### config.mk
export PLATFORM = sky130hd
export DESIGN_NAME = bram_stream_reader
export DESIGN_NICKNAME = d
export VERILOG_FILES = /design/src/rtl/bram_stream_reader_pkg.sv /design/src/rtl/bram_stream_reader_fifo.sv /design/src/rtl/bram_stream_reader.sv
export SDC_FILE = /design/constraint.sdc
export NUM_CORES = 1
export LEC_CHECK = 0
export BUFFER_PORTS_ARGS = -buffer_cell sky130_fd_sc_hd__buf_4
export CORE_ASPECT_RATIO = 1.5
export CORE_MARGIN = 1.5
export CORE_UTILIZATION = 26
export CTS_CLUSTER_SIZE = 40
export DETAILED_ROUTE_END_ITERATION = 12
export PLACE_DENSITY_LB_ADDON = 0.1
export SKIP_LAST_GASP = 1
export SYNTH_ARGS = -nofsm -noshare
export SYNTH_HDL_FRONTEND = slang
export SYNTH_SLANG_ARGS = --single-unit
### constraint.sdc
create_clock -name clk -period 3.5 [get_ports clk]
set_input_delay 0.35 -clock clk [delete_from_list [all_inputs] [get_ports clk]]
set_output_delay 0.35 -clock clk [all_outputs]
set_load 0.01 [all_outputs]
### src/rtl/bram_stream_reader_pkg.sv
// bram_stream_reader_pkg: shared state encoding for the BRAM stream reader
package bram_stream_reader_pkg;
  typedef enum logic [1:0] {IDLE, RUN, DRAIN, DONE} state_t;
endpackage

### src/rtl/bram_stream_reader_fifo.sv
// stream_fifo2: 2-entry fall-through FIFO, writes are credit-managed by the producer
module stream_fifo2 #(
  parameter int WIDTH = 32
) (
  input  logic             clk,
  input  logic             rst,
  input  logic             in_valid,
  input  logic [WIDTH-1:0] in_data,
  output logic             out_valid,
  input  logic             out_ready,
  output logic [WIDTH-1:0] out_data,
  output logic [1:0]       count
);
  logic [WIDTH-1:0] mem [2];
  logic rp, wp, pop, wr, rd;
  assign out_valid = count != 2'd0 || in_valid;
  assign out_data = count != 2'd0 ? mem[rp] : in_data;
  assign pop = out_valid && out_ready;
  assign rd = pop && count != 2'd0;
  assign wr = in_valid && !(pop && count == 2'd0);
  always_ff @(posedge clk)
    if (rst) begin
      count <= 2'd0;
      rp <= 1'b0;
      wp <= 1'b0;
    end else begin
      if (wr) begin
        mem[wp] <= in_data;
        wp <= ~wp;
      end
      if (rd) rp <= ~rp;
      count <= count + {1'b0, wr} - {1'b0, rd};
    end
endmodule

### src/rtl/bram_stream_reader.sv
// bram_stream_reader: streams len words from a 1-cycle-latency BRAM read port starting at base_addr
module bram_stream_reader
  import bram_stream_reader_pkg::*;
#(
  parameter int WIDTH = 32,
  parameter int DEPTH = 16384,
  localparam int AW = $clog2(DEPTH)
) (
  input  logic             clk,
  input  logic             rst,
  input  logic             start,
  input  logic [AW-1:0]    base_addr,
  input  logic [AW:0]      len,
  output logic             busy,
  output logic             done,
  output logic             mem_en,
  output logic [AW-1:0]    mem_addr,
  input  logic [WIDTH-1:0] mem_rdata,
  output logic             m_valid,
  input  logic             m_ready,
  output logic [WIDTH-1:0] m_data,
  output logic             m_last
);
  state_t state, nxt;
  logic [AW-1:0] addr;
  logic [AW:0] len_r, left, sent;
  logic inflight, pop;
  logic [1:0] count;
  assign pop = m_valid && m_ready;
  assign mem_addr = addr;
  assign mem_en = state == RUN && ({1'b0, count} + {2'b0, inflight} - {2'b0, pop}) < 3'd2;
  assign m_last = m_valid && sent == len_r - 1'b1;
  assign busy = state != IDLE;
  assign done = state == DONE;
  always_comb begin
    nxt = state;
    case (state)
      IDLE: nxt = start ? (len != '0 ? RUN : DONE) : IDLE;
      RUN: nxt = mem_en && left == {{AW{1'b0}}, 1'b1} ? DRAIN : RUN;
      DRAIN: nxt = pop && m_last ? DONE : DRAIN;
      DONE: nxt = IDLE;
    endcase
  end
  always_ff @(posedge clk)
    if (rst) begin
      state <= IDLE;
      inflight <= 1'b0;
      addr <= '0;
      len_r <= '0;
      left <= '0;
      sent <= '0;
    end else begin
      state <= nxt;
      inflight <= mem_en;
      if (state == IDLE && start) begin
        addr <= base_addr;
        len_r <= len;
        left <= len;
        sent <= '0;
      end else begin
        if (mem_en) begin
          addr <= addr == AW'(DEPTH - 1) ? '0 : addr + 1'b1;
          left <= left - 1'b1;
        end
        if (pop) sent <= sent + 1'b1;
      end
    end
  stream_fifo2 #(.WIDTH(WIDTH)) u_fifo (
    .clk(clk),
    .rst(rst),
    .in_valid(inflight),
    .in_data(mem_rdata),
    .out_valid(m_valid),
    .out_ready(m_ready),
    .out_data(m_data),
    .count(count)
  );
endmodule

==> impl_metrics.json, run 1 <==
{
  "outcome": "finished, final reports clean",
  "maxSlewViolCount": 0,
  "post_cts_buffers": 0,
  "drive_gt1_share_pct": 23.5,
  "finalSetupViolations": 0,
  "synthArstFlopShare_pct": 0,
  "tightest_slew_ns": 1.08,
  "seqPwrFrac_pct": 33.4,
  "synthTopCellsByArea": "edfxtp_1, dfxtp_1, a21oi_1, mux2i_1, nand2_1",
  "cp.required_ns": 3.15,
  "initial_core_util_pct": 26.4,
  "synth_seq_cells": 131,
  "synth_ff_type": "dfxtp_1",
  "criticalPathCategory": "reg -> out",
  "finalNetCount": 830,
  "drc": 0,
  "worst_ir_drop_vdd_uv": 357,
  "fmax_mhz": 299,
  "path_clk_slew_ns": 0.06,
  "place_area_um2": 7510,
  "critPathLaunchType": "flop",
  "powerDensity_nw_per_um2": 727,
  "synth_top_area_share_pct": 30.8,
  "p_comb_share_pct": 33.6,
  "synth_common_cells": "nand2_1, nor2_1, dfxtp_1",
  "drt_wl_total_um": 16700,
  "core_um2": 23700,
  "syn2layout_area_growth_pct": 31.3,
  "switching_share_pct": 33.1,
  "hp-class": "in -> reg",
  "p_leak_nw": 3.03,
  "diodes": 0,
  "clk_latency_ns": 0.42,
  "clock_sinks": 131,
  "grt_max_degree": 65,
  "antenna_found_initial": 0,
  "final.setup_skew_ns": 0.00936,
  "fp.dieArea_um2": 25000,
  "cts_max_level": 4,
  "cts_buffer_depth": 2,
  "antenna_left": 0,
  "cts_hold_buf": 0,
  "rsz0062_at_grt": "no",
  "worstPathArrival_ns": 3.00,
  "drtIter0Drc": 232,
  "synth_cell_types": 60,
  "cp-end-kind": "output port",
  "synth-edff-count": 64,
  "cts_tree": "done",
  "period_share_pct": 95.6,
  "avgSynthCellArea_um2": 9.72,
  "yosysWarnings": 0,
  "grt_pass1_wl_um": 26300,
  "synth_area_um2": 6240,
  "relSlewSlack_pct": 28.2,
  "yosysMostFrequentCell": "nand2_1",
  "post-route-min-period_ns": 3.35,
  "hold_viol": 0,
  "cts_buffers": 17,
  "setup_tns_ns": 0,
  "dr.pass1.iters": 4,
  "netlist_instances": 642,
  "power_switching_mw": 1.97,
  "first_global_vias": 5111,
  "vias_per_cell": 4.67,
  "cp_max_fo": 9,
  "grt_overflow_total": 0,
  "die_h_um": 193,
  "via_count": 5082,
  "ys_seq_area_share_pct": 52.3,
  "cap_violations": 0,
  "root_buffer": "clkbuf_16",
  "routedWlPerCell_um": 15.4,
  "fp-row-count": 69,
  "fin_area_um2": 8190,
  "ios": 116,
  "clkPwrFrac_pct": 33.0,
  "intPower_mw": 3.98,
  "globalRouteTotalUtil_pct": 13.9,
  "dp_hpwl_um": 12000,
  "yosys.area.top_type": "edfxtp_1",
  "finalWeightedCongestion": 0.814,
  "die_w_um": 129,
  "synth_nets": 716,
  "numPortBuffers": 115
}
==> layer usage <==
| metal | part of all wire, % | track usage [%] | vias up |
|---|---|---|---|
| li1 | - | - | 2515 |
| met1 | 40 | 14.7 | 2401 |
| met2 | 53 | 25.1 | 137 |
| met3 | 4.2 | 3.30 | 29 |
| met4 | 2.9 | 7.26 | 0 |
| met5 | 0 | 0 | - |
==> through the flow <==
step	total power [mW]	setup WS (ns)	utilization, %	std cells	hold slack, ns
3_5_place_dp	4.03	0.236	31.7	1056	0.471
2_1_floorplan	3.17	0.0715	-	642	0.448
3_3_place_gp	4.01	0.271	31.7	1056	0.467
5_1_grt	6.34	0.00123	34.6	1088	0.0969
6_report	5.96	0.153	34.6	1088	0.126
4_1_cts	6.06	0.00156	34.6	1088	0.0997
==> path summary, 6_finish.rpt <==
kind | to | depth (start not counted) | from | slack, ns
max | mem_en | 9 | u_fifo.count[1]$_SDFF_PP0_ | 0.15
min | u_fifo.mem[1][29]$_DFFE_PP_ | 1 | mem_rdata[29] | 0.13
max reg2reg | left[3]$_SDFFE_PP0P_ | 9 | u_fifo.count[1]$_SDFF_PP0_ | 0.37
min reg2reg | len_r[14]$_SDFFE_PP0P_ | 2 | len_r[14]$_SDFFE_PP0P_ | 0.48
==> sequential cells by signal, summed over array words and instances, names as in the netlist, named ones only <==
register and count:
len_r 15, mem_addr 14, u_fifo.wp 1, inflight 1
u_fifo.count 2, left 15, u_fifo.mem 64, state 2
u_fifo.rp 1, sent 15
==> logic make-up after synthesis <==
| family | synth area share, % |
|---|---|
| DFF | 52.3 |
| and+or+nand+nor | 19.2 |
| xor gates and xnor gates | 6.88 |
| muxes | 5.31 |
| adders and majority gates | 1.93 |
| AOI/OAI and AO/OA | 11.3 |
| buffers and inverters | 3.03 |
==> worst max-delay path, stage by stage, from the launching register on <==
cell and delay, ns:
dfxtp_1 0.36, o31ai_4 0.28, inv_2 0.09, ha_1 0.29, nor2b_1 0.14, fa_1 0.46
or4_4 0.55, inv_4 0.13, buf_4 0.15, buf_4 0.13
==> timing repair <==
item	CTS	global route
resized for setup	2	4
gates cloned	0	0
setup endpoints to repair	1	1
==> power groups by stage <==
stage | combinational, mW | sequential (mW) | clock, mW
detailed placement | 2.01 | 2.02 | 0
global route | 2.22 | 2.02 | 2.10
finish | 2.00 | 1.99 | 1.97
CTS | 2.03 | 1.99 | 2.04
global placement | 1.99 | 2.02 | 0
floorplan | 1.27 | 1.90 | 0
==> cells in the final DEF (no fill, tap or decap), types with 3 or more instances in the layout <==
cell type and count:
o21ai_0 20, a31oi_1 9, dfxtp_1 66, nor2_1 77, nand4_1 12, clkbuf_8 3, nor2b_1 4, a211oi_1 3
or3_1 4, ha_1 8, mux2i_1 32, nor4_1 8, buf_4 129, a21oi_1 64, xnor2_1 22, or4_1 5
o211ai_1 4, clkbuf_1 4, xor2_1 27, edfxtp_1 64, nor3_1 11, inv_1 13, and3_1 5, and2_1 3
nand2_1 77, bufinv_16 3, nand3_1 24, clkbuf_16 20
==> area by class of cell <==
class	instances	area [µm²]
Inverter	16	62.6
Multi-Input combinational cell	461	2830
Tap cell	319	399
Clock buffer	27	557
Sequential cell	131	3260
Timing Repair Buffer	129	968
Clock inverter	5	108
Fill cell	2503	15500
(Power assumes the default switching activity.)
==> run 2: changes to the inputs <==
ABC_AREA = 1   (was unset)
==> impl_metrics.json, run 2 <==
{
  "rsz0062_at_grt": "no",
  "yosysWarnings": 0,
  "ios": 116,
  "hold_viol": 0,
  "final.setup_skew_ns": 0.0121,
  "cts_buffers": 17,
  "highest_layer": "met4",
  "tightest_slew_ns": 0.859,
  "dp_hpwl_um": 13000,
  "post-route-min-period_ns": 3.15,
  "r2r-start": "u_fifo.count[1]$_SDFF_PP0_",
  "r2r_cells": 15,
  "synthArstFlopShare_pct": 0,
  "hold_end": "u_fifo.mem[0][13]$_DFFE_PP_",
  "cp-end-kind": "output port",
  "cap_violations": 0,
  "yosys.area.top_type": "edfxtp_1",
  "timing.rr.end": "mem_addr[5]$_SDFFE_PP0P_",
  "criticalPathCategory": "reg -> out",
  "ys_seq_area_share_pct": 48.7,
  "fmax_mhz": 318,
  "wl_met1_um": 7640,
  "regMostFlops": "u_fifo.mem",
  "period_share_pct": 89.9,
  "maxSlewViolCount": 0,
  "place_area_um2": 7930,
  "synth_cell_types": 46,
  "fin_area_um2": 8500,
  "r2r_slack_ns": 0.53,
  "relSlewSlack_pct": 42.6,
  "synth-edff-count": 64,
  "first_global_vias": 5521,
  "vias_per_cell": 4.37,
  "netlist_instances": 843,
  "drive_gt1_share_pct": 19.1,
  "cts_tree": "done",
  "worstHoldPathCells": 1,
  "dr.pass1.iters": 4,
  "root_buffer": "clkbuf_16",
  "clk_latency_ns": 0.43,
  "finalSetupViolations": 0,
  "numPortBuffers": 115,
  "synth_seq_cells": 131,
  "cts_hold_buf": 0,
  "cts_buffer_depth": 2,
  "diodes": 0,
  "outcome": "finished, final reports clean",
  "fp-row-count": 71,
  "die_w_um": 134,
  "routedWlPerCell_um": 13.9,
  "final_common_cell": "nand2_1",
  "core_um2": 25200,
  "wl_met2_um": 9470,
  "worst_ir_drop_vdd_uv": 331,
  "drc": 0,
  "grt_max_degree": 67,
  "p_leak_nw": 3.58,
  "cp.required_ns": 3.15,
  "drtIter0Drc": 165,
  "largest_reg_flops": 64,
  "avgSynthCellArea_um2": 7.95,
  "fp.dieArea_um2": 26800,
  "antenna_left": 0,
  "grt_pass1_wl_um": 28500,
  "post_cts_buffers": 0,
  "globalRouteTotalUtil_pct": 13.9,
  "die_h_um": 200,
  "cts_max_level": 4,
  "drt_wl_total_um": 18000,
  "final_cell_mix": "nand2_1, buf_4, inv_1",
  "wl_met3_um": 628,
  "synth_nets": 917,
  "synth_ff_type": "dfxtp_1",
  "cts_resized": 0,
  "critPathLaunchType": "flop",
  "worstPathArrival_ns": 2.80,
  "yosysMostFrequentCell": "nand2_1",
  "clock_sinks": 131,
  "synth_common_cells": "nand2_1, inv_1, o21ai_0",
  "antenna_found_initial": 0,
  "powerDensity_nw_per_um2": 491,
  "syn2layout_area_growth_pct": 26.8,
  "initial_core_util_pct": 26.6,
  "finalNetCount": 1028,
  "synthTopCellsByArea": "edfxtp_1, dfxtp_1, nand2_1, o21ai_0, inv_1",
  "setup_tns_ns": 0,
  "synth_top_area_share_pct": 28.7,
  "hold_start": "mem_rdata[13]",
  "cp_max_fo": 16,
  "grt_overflow_total": 0,
  "via_count": 5664,
  "path_clk_slew_ns": 0.06,
  "finalWeightedCongestion": 0.773,
  "synth_area_um2": 6700,
  "hp-class": "in -> reg"
}
[run 2: cell count changes in the layout (fill, tap and decap cells not counted), sizes merged, moves of 8 or more]
cell    delta
inv       +92
nand2    +141
a21oi     -28
clkbuf     -8
nor2      +11
mux2i     -32
nand3      +9
xnor2     -11
o21ai     +66
[run 2: how the worst max path moves through the flow]
stage / slack, ns / start / cells past startpoint / end
global placement: 0.58 / u_fifo.count[1]$_SDFF_PP0_ / 15 / mem_addr[5]$_SDFFE_PP0P_
detailed placement: 0.55 / u_fifo.count[1]$_SDFF_PP0_ / 15 / mem_addr[5]$_SDFFE_PP0P_
floorplan: 0.77 / u_fifo.count[1]$_SDFF_PP0_ / 5 / u_fifo.mem[0][0]$_DFFE_PP_
finish: 0.35 / u_fifo.count[1]$_SDFF_PP0_ / 11 / mem_en
global route: 0.11 / u_fifo.count[1]$_SDFF_PP0_ / 11 / mem_en
CTS: 0.31 / u_fifo.count[1]$_SDFF_PP0_ / 11 / mem_en
[run 2: layer usage]
layer	GRT usage [%]	vias up
met1	15.6	2538
met5	0	-
met3	2.84	13
met2	26.0	117
li1	-	2996
met4	4.74	0
[run 2: critical path, stage by stage, from the launching register on]
cell and delay (ns):
dfxtp_1 0.37, nor2_4 0.15, nand2_4 0.07, nand2_4 0.15, inv_1 0.10, ha_1 0.29, nor2_1 0.13, fa_1 0.43
nor2_1 0.14, nand2_2 0.15, inv_4 0.23, buf_4 0.17
[run 2: cells by family (layout without fill, tap and decap cells)]
group | count (synthesis) | after routing | share of synthesized area [%]
AO/OA/AOI/OAI | 152 | 152 | 12.0
XOR/XNOR | 35 | 35 | 4.78
adder cells (fa/ha/maj) | 9 | 9 | 1.79
buffers and inverters | 139 | 263 | 7.97
flip-flops | 131 | 131 | 48.7
AND/OR/NAND/NOR | 377 | 377 | 24.7
[run 2: cell type report]
cell class,instances,area (µm²)
fillers,2718,16700
multi-input cells,573,2920
well taps,328,410
clock inverters,13,135
inverters,108,410
flip-flops and latches,131,3260
clock buffers,19,433
repair buffers,123,923
[run 2: through the flow]
step           worst slack, ns  cells  utilization, %  total power, mW  hold slack [ns]
6_report                 0.355   1295            33.7             4.18            0.124
5_1_grt                  0.111   1295            33.7             4.41           0.0971
4_1_cts                  0.307   1295            33.7             4.25           0.0969
3_5_place_dp             0.549   1263            31.4             2.49            0.439
3_3_place_gp             0.583   1263            31.4             2.49            0.439
2_1_floorplan            0.766    843               -             2.20            0.425
[run 2: power by group]
part	internal (mW)	switching (mW)
Sequential	1.67	0.0596
Clock	1.04	0.687
Combinational	0.293	0.424
